--- src/rtl/packet_parser_arbiter.sv ---
// Round-robin arbiter that shares one packet parser between NUM_REQ packet sources.
// Grants only at packet boundaries and forces an idle gap after every packet end.
module packet_parser_arbiter #(
   parameter int NUM_REQ          = 4,
   parameter int WIDTH_DATA_BYTES = 8,
   parameter int GAP_CYCLES       = 2,
   localparam int WIDTH_ID        = (NUM_REQ > 1) ? $clog2(NUM_REQ) : 1,
   localparam int WDB             = WIDTH_DATA_BYTES
) (
   input  logic                       clk_host,
   input  logic                       rst,
   input  logic [NUM_REQ-1:0]         req_valid,
   input  logic [NUM_REQ-1:0]         req_sop,
   input  logic [NUM_REQ-1:0]         req_eop,
   input  logic [NUM_REQ*WDB-1:0]     req_byteen,
   input  logic [NUM_REQ*WDB*8-1:0]   req_data,
   output logic [NUM_REQ-1:0]         req_ready,
   output logic                       bus_out_valid,
   output logic                       bus_out_sop,
   output logic                       bus_out_eop,
   output logic [WDB-1:0]             bus_out_byteen,
   output logic [WDB*8-1:0]           bus_out_data,
   output logic [WIDTH_ID-1:0]        grant_id,
   output logic                       busy,
   output logic                       pkt_done,
   output logic                       err_bubble
);

   localparam int WIDTH_GAP = (GAP_CYCLES > 1) ? $clog2(GAP_CYCLES) : 1;
   localparam logic [WIDTH_GAP-1:0] GAP_INIT = WIDTH_GAP'(GAP_CYCLES - 1);
   localparam logic [WIDTH_ID-1:0]  PTR_INIT = WIDTH_ID'(NUM_REQ - 1);

   typedef enum logic [1:0] {ST_IDLE, ST_XFER, ST_GAP} state_t;

   state_t                 state_reg;
   logic [WIDTH_ID-1:0]    grant_id_reg;
   logic [WIDTH_ID-1:0]    ptr_reg;
   logic [WIDTH_GAP-1:0]   gap_cnt_reg;
   logic [NUM_REQ-1:0]     ready_reg;
   logic                   out_valid_reg;
   logic                   out_sop_reg;
   logic                   out_eop_reg;
   logic [WDB-1:0]         out_byteen_reg;
   logic [WDB*8-1:0]       out_data_reg;
   logic                   pkt_done_reg;
   logic                   err_bubble_reg;

   logic [WDB-1:0]         byteen_arr [NUM_REQ];
   logic [WDB*8-1:0]       data_arr   [NUM_REQ];
   logic [NUM_REQ-1:0]     cand;
   logic                   win_found;
   logic [WIDTH_ID-1:0]    win_id;
   logic [WIDTH_ID-1:0]    idx_w;

   genvar gi;
   generate
      for (gi = 0; gi < NUM_REQ; gi++) begin : g_unpack
         assign byteen_arr[gi] = req_byteen[gi*WDB +: WDB];
         assign data_arr[gi]   = req_data[gi*WDB*8 +: WDB*8];
      end
   endgenerate

   // Only a beat carrying SOP can win; valid-without-SOP stalls forever in IDLE.
   assign cand = req_valid & req_sop;

   always_comb begin
      win_found = 1'b0;
      win_id    = '0;
      idx_w     = '0;
      for (int k = 1; k <= NUM_REQ; k++) begin
         idx_w = WIDTH_ID'((int'(ptr_reg) + k) % NUM_REQ);
         if (!win_found && cand[idx_w]) begin
            win_found = 1'b1;
            win_id    = idx_w;
         end
      end
   end

   always_ff @(posedge clk_host) begin
      if (rst) begin
         state_reg      <= ST_IDLE;
         grant_id_reg   <= '0;
         ptr_reg        <= PTR_INIT;
         gap_cnt_reg    <= '0;
         ready_reg      <= '0;
         out_valid_reg  <= 1'b0;
         out_sop_reg    <= 1'b0;
         out_eop_reg    <= 1'b0;
         out_byteen_reg <= '0;
         out_data_reg   <= '0;
         pkt_done_reg   <= 1'b0;
         err_bubble_reg <= 1'b0;
      end else begin
         out_valid_reg  <= 1'b0;
         out_sop_reg    <= 1'b0;
         out_eop_reg    <= 1'b0;
         out_byteen_reg <= '0;
         out_data_reg   <= '0;
         pkt_done_reg   <= 1'b0;
         case (state_reg)
            ST_IDLE: begin
               if (win_found) begin
                  grant_id_reg <= win_id;
                  ptr_reg      <= win_id;
                  ready_reg    <= NUM_REQ'(1) << win_id;
                  state_reg    <= ST_XFER;
               end
            end
            ST_XFER: begin
               if (req_valid[grant_id_reg]) begin
                  out_valid_reg  <= 1'b1;
                  out_sop_reg    <= req_sop[grant_id_reg];
                  out_eop_reg    <= req_eop[grant_id_reg];
                  out_byteen_reg <= byteen_arr[grant_id_reg];
                  out_data_reg   <= data_arr[grant_id_reg];
                  if (req_eop[grant_id_reg]) begin
                     pkt_done_reg <= 1'b1;
                     ready_reg    <= '0;
                     gap_cnt_reg  <= GAP_INIT;
                     state_reg    <= ST_GAP;
                  end
               end else begin
                  // A hole inside a packet would be misparsed, so flag it permanently.
                  err_bubble_reg <= 1'b1;
               end
            end
            ST_GAP: begin
               if (gap_cnt_reg == '0) begin
                  state_reg <= ST_IDLE;
               end else begin
                  gap_cnt_reg <= gap_cnt_reg - 1'b1;
               end
            end
            default: state_reg <= ST_IDLE;
         endcase
      end
   end

   assign req_ready      = ready_reg;
   assign bus_out_valid  = out_valid_reg;
   assign bus_out_sop    = out_sop_reg;
   assign bus_out_eop    = out_eop_reg;
   assign bus_out_byteen = out_byteen_reg;
   assign bus_out_data   = out_data_reg;
   assign grant_id       = grant_id_reg;
   assign busy           = (state_reg != ST_IDLE);
   assign pkt_done       = pkt_done_reg;
   assign err_bubble     = err_bubble_reg;

endmodule

--- config.mk ---
export PLATFORM = sky130hd
export DESIGN_NAME = packet_parser_arbiter
export DESIGN_NICKNAME = d
export VERILOG_FILES = /design/src/rtl/packet_parser_arbiter.sv
export SDC_FILE = /design/constraint.sdc
export NUM_CORES = 1
export LEC_CHECK = 0
export BUFFER_PORTS_ARGS = -buffer_cell sky130_fd_sc_hd__buf_2
export CAP_MARGIN = 40
export CORE_AREA = 2 2 152 154
export CTS_CLUSTER_DIAMETER = 100
export CTS_CLUSTER_SIZE = 20
export DETAILED_ROUTE_END_ITERATION = 8
export DIE_AREA = 0 0 154 156
export HOLD_SLACK_MARGIN = 0.08
export PLACE_DENSITY_LB_ADDON = 0.1
export SYNTH_ARGS = -nofsm -noshare
export SYNTH_HDL_FRONTEND = slang
export SYNTH_SLANG_ARGS = --single-unit
--- constraint.sdc ---
create_clock -name clk_host -period 2.5 [get_ports clk_host]
set_clock_uncertainty 0.05 [all_clocks]
set_input_delay 0.25 -clock clk_host [delete_from_list [all_inputs] [get_ports clk_host]]
set_output_delay 0.25 -clock clk_host [all_outputs]
set_load 0.02 [all_outputs]
==> impl_metrics.csv, run 1 <==
group,metric,value,unit
detailed_routing,first_pass_iters,4,
cts,cts_inserted_buffers,9,
power,power.net_switching,1.12,mW
power,p_clk_share,32.2,%
cts,clkSinkCount,87,
cts,cts_max_path_buffers,2,
final_layout,syn2layout_area_growth,55.9,%
worst_setup_path,reg2reg_to,"req_ready[1]",
yosys,seq_area_frac_synth,39.1,%
cts,cts_tree,"done",
timing,worstMarginPinSlew,0.717,ns
grt,grt_pass1_vias,4504,
hold_path,timing.hold.worst_endpoint,"state_reg[0]",
die,dieArea,24000,um^2
timing,timing.slew.headroom,51.9,%
status,result_of_the_run,"complete, no violations",
cts,cts_hold_repair.buffers,0,
worst_setup_path,r2r-start,"grant_id[0]",
final_layout,largest_register_ff_count,64,
hold_path,worst_hold_path_cells,2,
worst_setup_path,cp_max_fo,31,
timing,period_needed,1.81,ns
placement,place.gp.congestion,0.839,
cts,clk_transition_reported_paths,0.06,ns
grt,grt_pass1_wl,24300,um
yosys,avgSynthCellArea,13.4,um^2
worst_setup_path,crit_path_end_kind,"flip-flop",
die,fp.coreArea,22400,um^2
detailed_routing,route.antenna.remaining_nets,0,
detailed_routing,route.detailed.vias_per_inst,4.45,
yosys,post_synth_instance_area,4450,um^2
power,intPower,2.90,mW
die,top_level_ports,386,
worst_setup_path,criticalPathCategory,"flip-flop to flip-flop",
power,sw_frac_of_total,27.8,%
worst_setup_path,worst-r2r-setup-slack,0.69,ns
placement,dp_slack,0.665,ns
worst_setup_path,cp-start-kind,"flip-flop",
hold_path,hp-start,"rst",
grt,overflow,0,
final_layout,ff_latch_area,1750,um^2
detailed_routing,first_iter_violations,161,
final_layout,layout.nets,1000,
yosys,yosysWarnings,0,
timing,fmax,552,MHz
cts,clockRootBuffer,"sky130_fd_sc_hd__clkbuf_16",
detailed_routing,route.final.wire_length,16600,um
yosys,synthCells,332,
power,power_share_of_the_combinational_group,30.4,%
final_layout,mostFrequentLayoutCell,"sky130_fd_sc_hd__buf_2",
final_layout,multi_input_logic_area,2490,um^2
final_layout,drive_gt1_share,68.8,%
final_layout,mostFrequentLayoutCells,"sky130_fd_sc_hd__buf_2, sky130_fd_sc_hd__dfxtp_1, sky130_fd_sc_hd__mux4_2",
worst_setup_path,r2r.worst_path.cells,4,
grt,grt_antenna_before_repair,1,
placement,hpwlAfterDp,13500,um
placement,numPortBuffers,385,
grt,grt_use_total,13.1,%
timing,hold_violations,0,
grt,maximum_number_of_pins_on_one_net_before_global_route_repair,79,
final_layout,final.fill_count,2369,
die,initial_utilization,19.9,%
power,sequential_cell_fraction_of_total_power,37.5,%
die,die_h,156,um
power,vdd_ir_drop_max,0.238,mV
die,floorplan.die.width,154,um
timing,fin_setup_tns,0,ns
cts,worstSkewPairLatency,0.33,ns
run,maxCapViolCount,0,
cts,postCtsResizedCells,0,
timing,layout_setup_ws,0.689,ns
yosys,syn_nets,634,
placement,placed_cells_incl_taps,972,
timing,setup_repair_after_global_routing_missed_its_margin,"no",
worst_setup_path,cp_data_arrival_time,2.00,ns
timing,timing.final.max_slew_violations,0,
timing,final_min_period_over_clock_period,72.4,%
die,placementRows,55,
hold_path,min_path_type,"input port to flip-flop",
power,power.density_cell_area,579,nW/um^2
yosys,ys_ff_latch,87,
cts,cts_post_setup_buffers_inserted,0,
detailed_routing,route.detailed.drc,0,
detailed_routing,num_vias,4392,
final_layout,layoutNonFillerInstCount,988,
yosys,count_of_cell_types_in_the_netlist,33,
cts,htree_num_levels,3,
power,p_leak,3.50,nW
worst_setup_path,worst_path_required,2.69,ns
timing,final_setup_viols,0,
detailed_routing,post_drt_wl_per_cell,16.8,um
## synthesized netlist by cell type, drive strengths merged
| master | n | area (um^2) |
|---|---|---|
| nor2 | 5 | 18.8 |
| and2 | 2 | 12.5 |
| nand3b | 1 | 7.51 |
| nand2b | 2 | 12.5 |
| nand2 | 6 | 22.5 |
| o221ai | 1 | 8.76 |
| and3 | 73 | 457 |
| o32ai | 4 | 35.0 |
| o21ai | 2 | 10.0 |
| o32a | 1 | 10.0 |
| a31oi | 1 | 12.5 |
| nor4bb | 1 | 10.0 |
| or3b | 1 | 8.76 |
| mux4 | 75 | 1690 |
| o211ai | 2 | 15.0 |
| o31a | 1 | 8.76 |
| dfxtp | 87 | 1740 |
| nor3b | 1 | 7.51 |
| buf | 19 | 124 |
| clkbuf | 17 | 63.8 |
| inv | 11 | 41.3 |
| nor3 | 2 | 10.0 |
| or2 | 1 | 6.26 |
| a2111o | 1 | 11.3 |
| mux2i | 2 | 20.0 |
| a311oi | 1 | 8.76 |
| nand3 | 3 | 15.0 |
| a21oi | 5 | 25.0 |
| a22o | 1 | 8.76 |
| a22oi | 3 | 27.5 |
## routing by layer
metal	up-vias	part of all wire, %	GRT usage [%]
met5	-	0	0
met4	0	2.0	4.67
met3	20	7.4	3.56
met2	202	53	23.4
met1	2121	38	15.1
li1	2049	-	-
## kinds of logic after synthesis
family	synth area share [%]
DFF	39.1
and+or+nand+nor	13.2
muxes	38.4
buffers and inverters	5.15
AOI/OAI and AO/OA	4.08
## power by group through the flow
| stage | Sequential (mW) | Combinational [mW] | Clock (mW) |
|---|---|---|---|
| global route | 1.51 | 1.33 | 1.42 |
| detailed placement | 1.53 | 1.25 | 0 |
| global placement | 1.53 | 1.24 | 0 |
| floorplan | 1.61 | 0.707 | 0 |
| CTS | 1.50 | 1.25 | 1.36 |
| finish | 1.50 | 1.22 | 1.29 |
## critical path, stage by stage (launching register included)
cell                      delay [ns]
sky130_fd_sc_hd__dfxtp_4        0.38
sky130_fd_sc_hd__buf_12         0.23
sky130_fd_sc_hd__mux4_2         0.58
sky130_fd_sc_hd__o32a_1         0.25
sky130_fd_sc_hd__o32ai_1        0.23
## per-stage QoR
stage	hold WS [ns]	area [um^2]	total power [mW]	util (%)
final	0.230	6940	4.01	31.0
after global routing	0.229	6940	4.27	31.0
after CTS	0.203	6940	4.12	31.0
after detailed placement	0.425	6660	2.78	29.8
after global placement	0.406	6660	2.77	29.8
after floorplan	0.332	4450	2.32	-
## final cells by class
type / instances / area share [%]
diodes: 1 / 0.0361
inverters: 11 / 0.595
flip-flops and latches: 87 / 25.2
clock buffers: 12 / 3.41
repair buffers: 391 / 29.1
well taps: 285 / 5.14
multi-input cells: 198 / 35.8
clock inverters: 3 / 0.631
## worst max-delay path by stage
stage	from	to	slack (ns)	depth (start not counted)
3_5_place_dp	grant_id[0]	req_ready[2]	0.67	4
2_1_floorplan	grant_id[0]	bus_out_byteen[7]	0.67	5
4_1_cts	grant_id[0]	req_ready[1]	0.66	4
6_report	grant_id[0]	req_ready[1]	0.69	4
3_3_place_gp	req_valid[3]	bus_out_data[9]	0.71	4
5_1_grt	grant_id[0]	req_ready[2]	0.54	4
(Power assumes the default switching activity.)
==> run 2: changes to the inputs <==
Settings changed: CORE_AREA 2 2 152 154 to 2 2 149 151, DIE_AREA 0 0 154 156 to 0 0 151 153.
Clock period 2.5 ns to 1.9 ns, I/O delays scaled along.
==> impl_metrics.csv, run 2 (synthesis gave the netlist of run 1 again) <==
group,metric,value,unit
worst_setup_path,reg2reg_to,"req_ready[3]",
die,dieArea,23100,um^2
cts,clkSinkCount,87,
cts,htree_num_levels,3,
die,floorplan.die.width,151,um
die,fp.coreArea,21500,um^2
cts,cts_max_path_buffers,2,
worst_setup_path,crit_path_end_kind,"flip-flop",
worst_setup_path,worst_path_required,2.09,ns
timing,fmax,577,MHz
power,power_share_of_the_combinational_group,29.6,%
timing,hold_violations,0,
worst_setup_path,cp_data_arrival_time,1.92,ns
cts,cts_post_setup_buffers_inserted,0,
worst_setup_path,worst-r2r-setup-slack,0.17,ns
timing,final_min_period_over_clock_period,91.2,%
placement,hpwlAfterDp,14600,um
power,power.net_switching,1.53,mW
timing,timing.slew.headroom,75.2,%
power,sw_frac_of_total,28.0,%
status,result_of_the_run,"complete, no violations",
worst_setup_path,r2r-start,"grant_id[0]",
detailed_routing,route.antenna.remaining_nets,0,
grt,grt-busiest-layer,"met2",
cts,cts_tree,"done",
grt,groute.layer.met2.usage,26.7,%
grt,overflow,0,
timing,final_setup_viols,0,
cts,cts_inserted_buffers,9,
power,vdd_ir_drop_max,0.379,mV
die,die_h,153,um
worst_setup_path,r2r.worst_path.cells,3,
worst_setup_path,cp-start-kind,"flip-flop",
final_layout,largest_register_ff_count,64,
final_layout,mostFrequentLayoutCell,"sky130_fd_sc_hd__buf_2",
power,intPower,3.95,mW
worst_setup_path,criticalPathCategory,"flip-flop to flip-flop",
timing,timing.final.max_slew_violations,0,
cts,clk_transition_reported_paths,0.06,ns
hold_path,worst_hold_path_cells,2,
timing,period_needed,1.73,ns
power,p_leak,3.55,nW
detailed_routing,num_vias,4481,
placement,place.gp.congestion,0.877,
grt,grt.met3_usage,3.88,%
hold_path,timing.hold.worst_endpoint,"err_bubble",
die,initial_utilization,20.7,%
detailed_routing,route.detailed.drc,0,
grt,grt_antenna_before_repair,2,
detailed_routing,route.final.wire_length,18000,um
cts,postCtsResizedCells,0,
hold_path,hp-start,"rst",
power,sequential_cell_fraction_of_total_power,36.3,%
placement,total_cell_area_at_the_placement_stage,6700,um^2
worst_setup_path,cp_max_fo,14,
grt,grt_pass1_vias,4722,
placement,numPortBuffers,385,
die,top_level_ports,386,
power,p_clk_share,34.1,%
final_layout,drive_gt1_share,69.3,%
timing,fin_setup_tns,0,ns
detailed_routing,post_drt_wl_per_cell,18.1,um
grt,grtUsageMet1,17.4,%
grt,grt_pass1_wl,26400,um
final_layout,final_cell_area,7020,um^2
cts,cts_hold_repair.buffers,0,
detailed_routing,first_iter_violations,181,
detailed_routing,first_pass_iters,4,
run,maxCapViolCount,0,
cts,clockRootBuffer,"sky130_fd_sc_hd__clkbuf_16",
timing,worstMarginPinSlew,0.370,ns
cts,worstSkewPairLatency,0.34,ns
final_layout,mostFrequentLayoutCells,"sky130_fd_sc_hd__buf_2, sky130_fd_sc_hd__dfxtp_1, sky130_fd_sc_hd__mux4_2",
final_layout,layout.nets,1009,
grt,maximum_number_of_pins_on_one_net_before_global_route_repair,42,
final_layout,layout.core_utilization,32.7,%
die,placementRows,54,
final_layout,syn2layout_area_growth,57.7,%
detailed_routing,route.detailed.vias_per_inst,4.52,
power,power.density_cell_area,782,nW/um^2
hold_path,min_path_type,"input port to flip-flop",
timing,setup_repair_after_global_routing_missed_its_margin,"no",
grt,grt_use_total,15.1,%
==> run 2: cell types whose count changed in the layout (fill, tap and decap cells not counted), sizes merged <==
cell / delta
buf: +9
inv: -1
clkbuf: +1
==> run 2: layout make-up <==
class	count	area, um^2
fillers	2263	14500
diodes	1	2.50
flip-flops and latches	87	1750
clock inverters	2	37.5
clock buffers	13	272
multi-input cells	198	2490
inverters	11	41.3
repair buffers	400	2080
well taps	280	350
==> run 2: worst max-delay path by stage <==
stage	start	to	slack [ns]	depth (start not counted)
floorplan	grant_id[0]	bus_out_byteen[7]	0.07	5
global placement	grant_id[0]	bus_out_data[42]	0.19	3
detailed placement	grant_id[0]	req_ready[1]	0.14	3
CTS	grant_id[0]	req_ready[3]	0.14	3
global route	grant_id[0]	req_ready[3]	0.05	3
finish	grant_id[0]	req_ready[3]	0.17	3
==> run 2: layer usage <==
layer	vias to the layer above	part of all wire (%)
li1	2070	-
met1	2166	38
met2	215	52
met3	28	8.3
met4	2	2.2
met5	-	0.078
==> run 2: worst max-delay path, cell delays in order, from the launching register on <==
cell and delay (ns):
sky130_fd_sc_hd__dfxtp_4 0.50, sky130_fd_sc_hd__mux4_2 0.58, sky130_fd_sc_hd__o32a_1 0.26, sky130_fd_sc_hd__o32ai_1 0.25
==> run 2: power by group through the flow <==
stage                     clock network (mW)  registers, mW  logic (mW)
final                                   1.87           1.99        1.62
after global routing                    2.03           2.01        1.77
after CTS                               1.95           1.99        1.66
after detailed placement                   0           2.03        1.65
after global placement                     0           2.03        1.64
after floorplan                            0           2.12       0.930
==> run 2: stage by stage <==
step / cells / total power, mW / hold slack (ns) / worst slack [ns]
2_1_floorplan: 332 / 3.05 / 0.272 / 0.0662
3_3_place_gp: 976 / 3.68 / 0.403 / 0.188
3_5_place_dp: 976 / 3.69 / 0.412 / 0.141
4_1_cts: 991 / 5.60 / 0.151 / 0.138
5_1_grt: 992 / 5.80 / 0.174 / 0.0513
6_report: 992 / 5.48 / 0.173 / 0.168
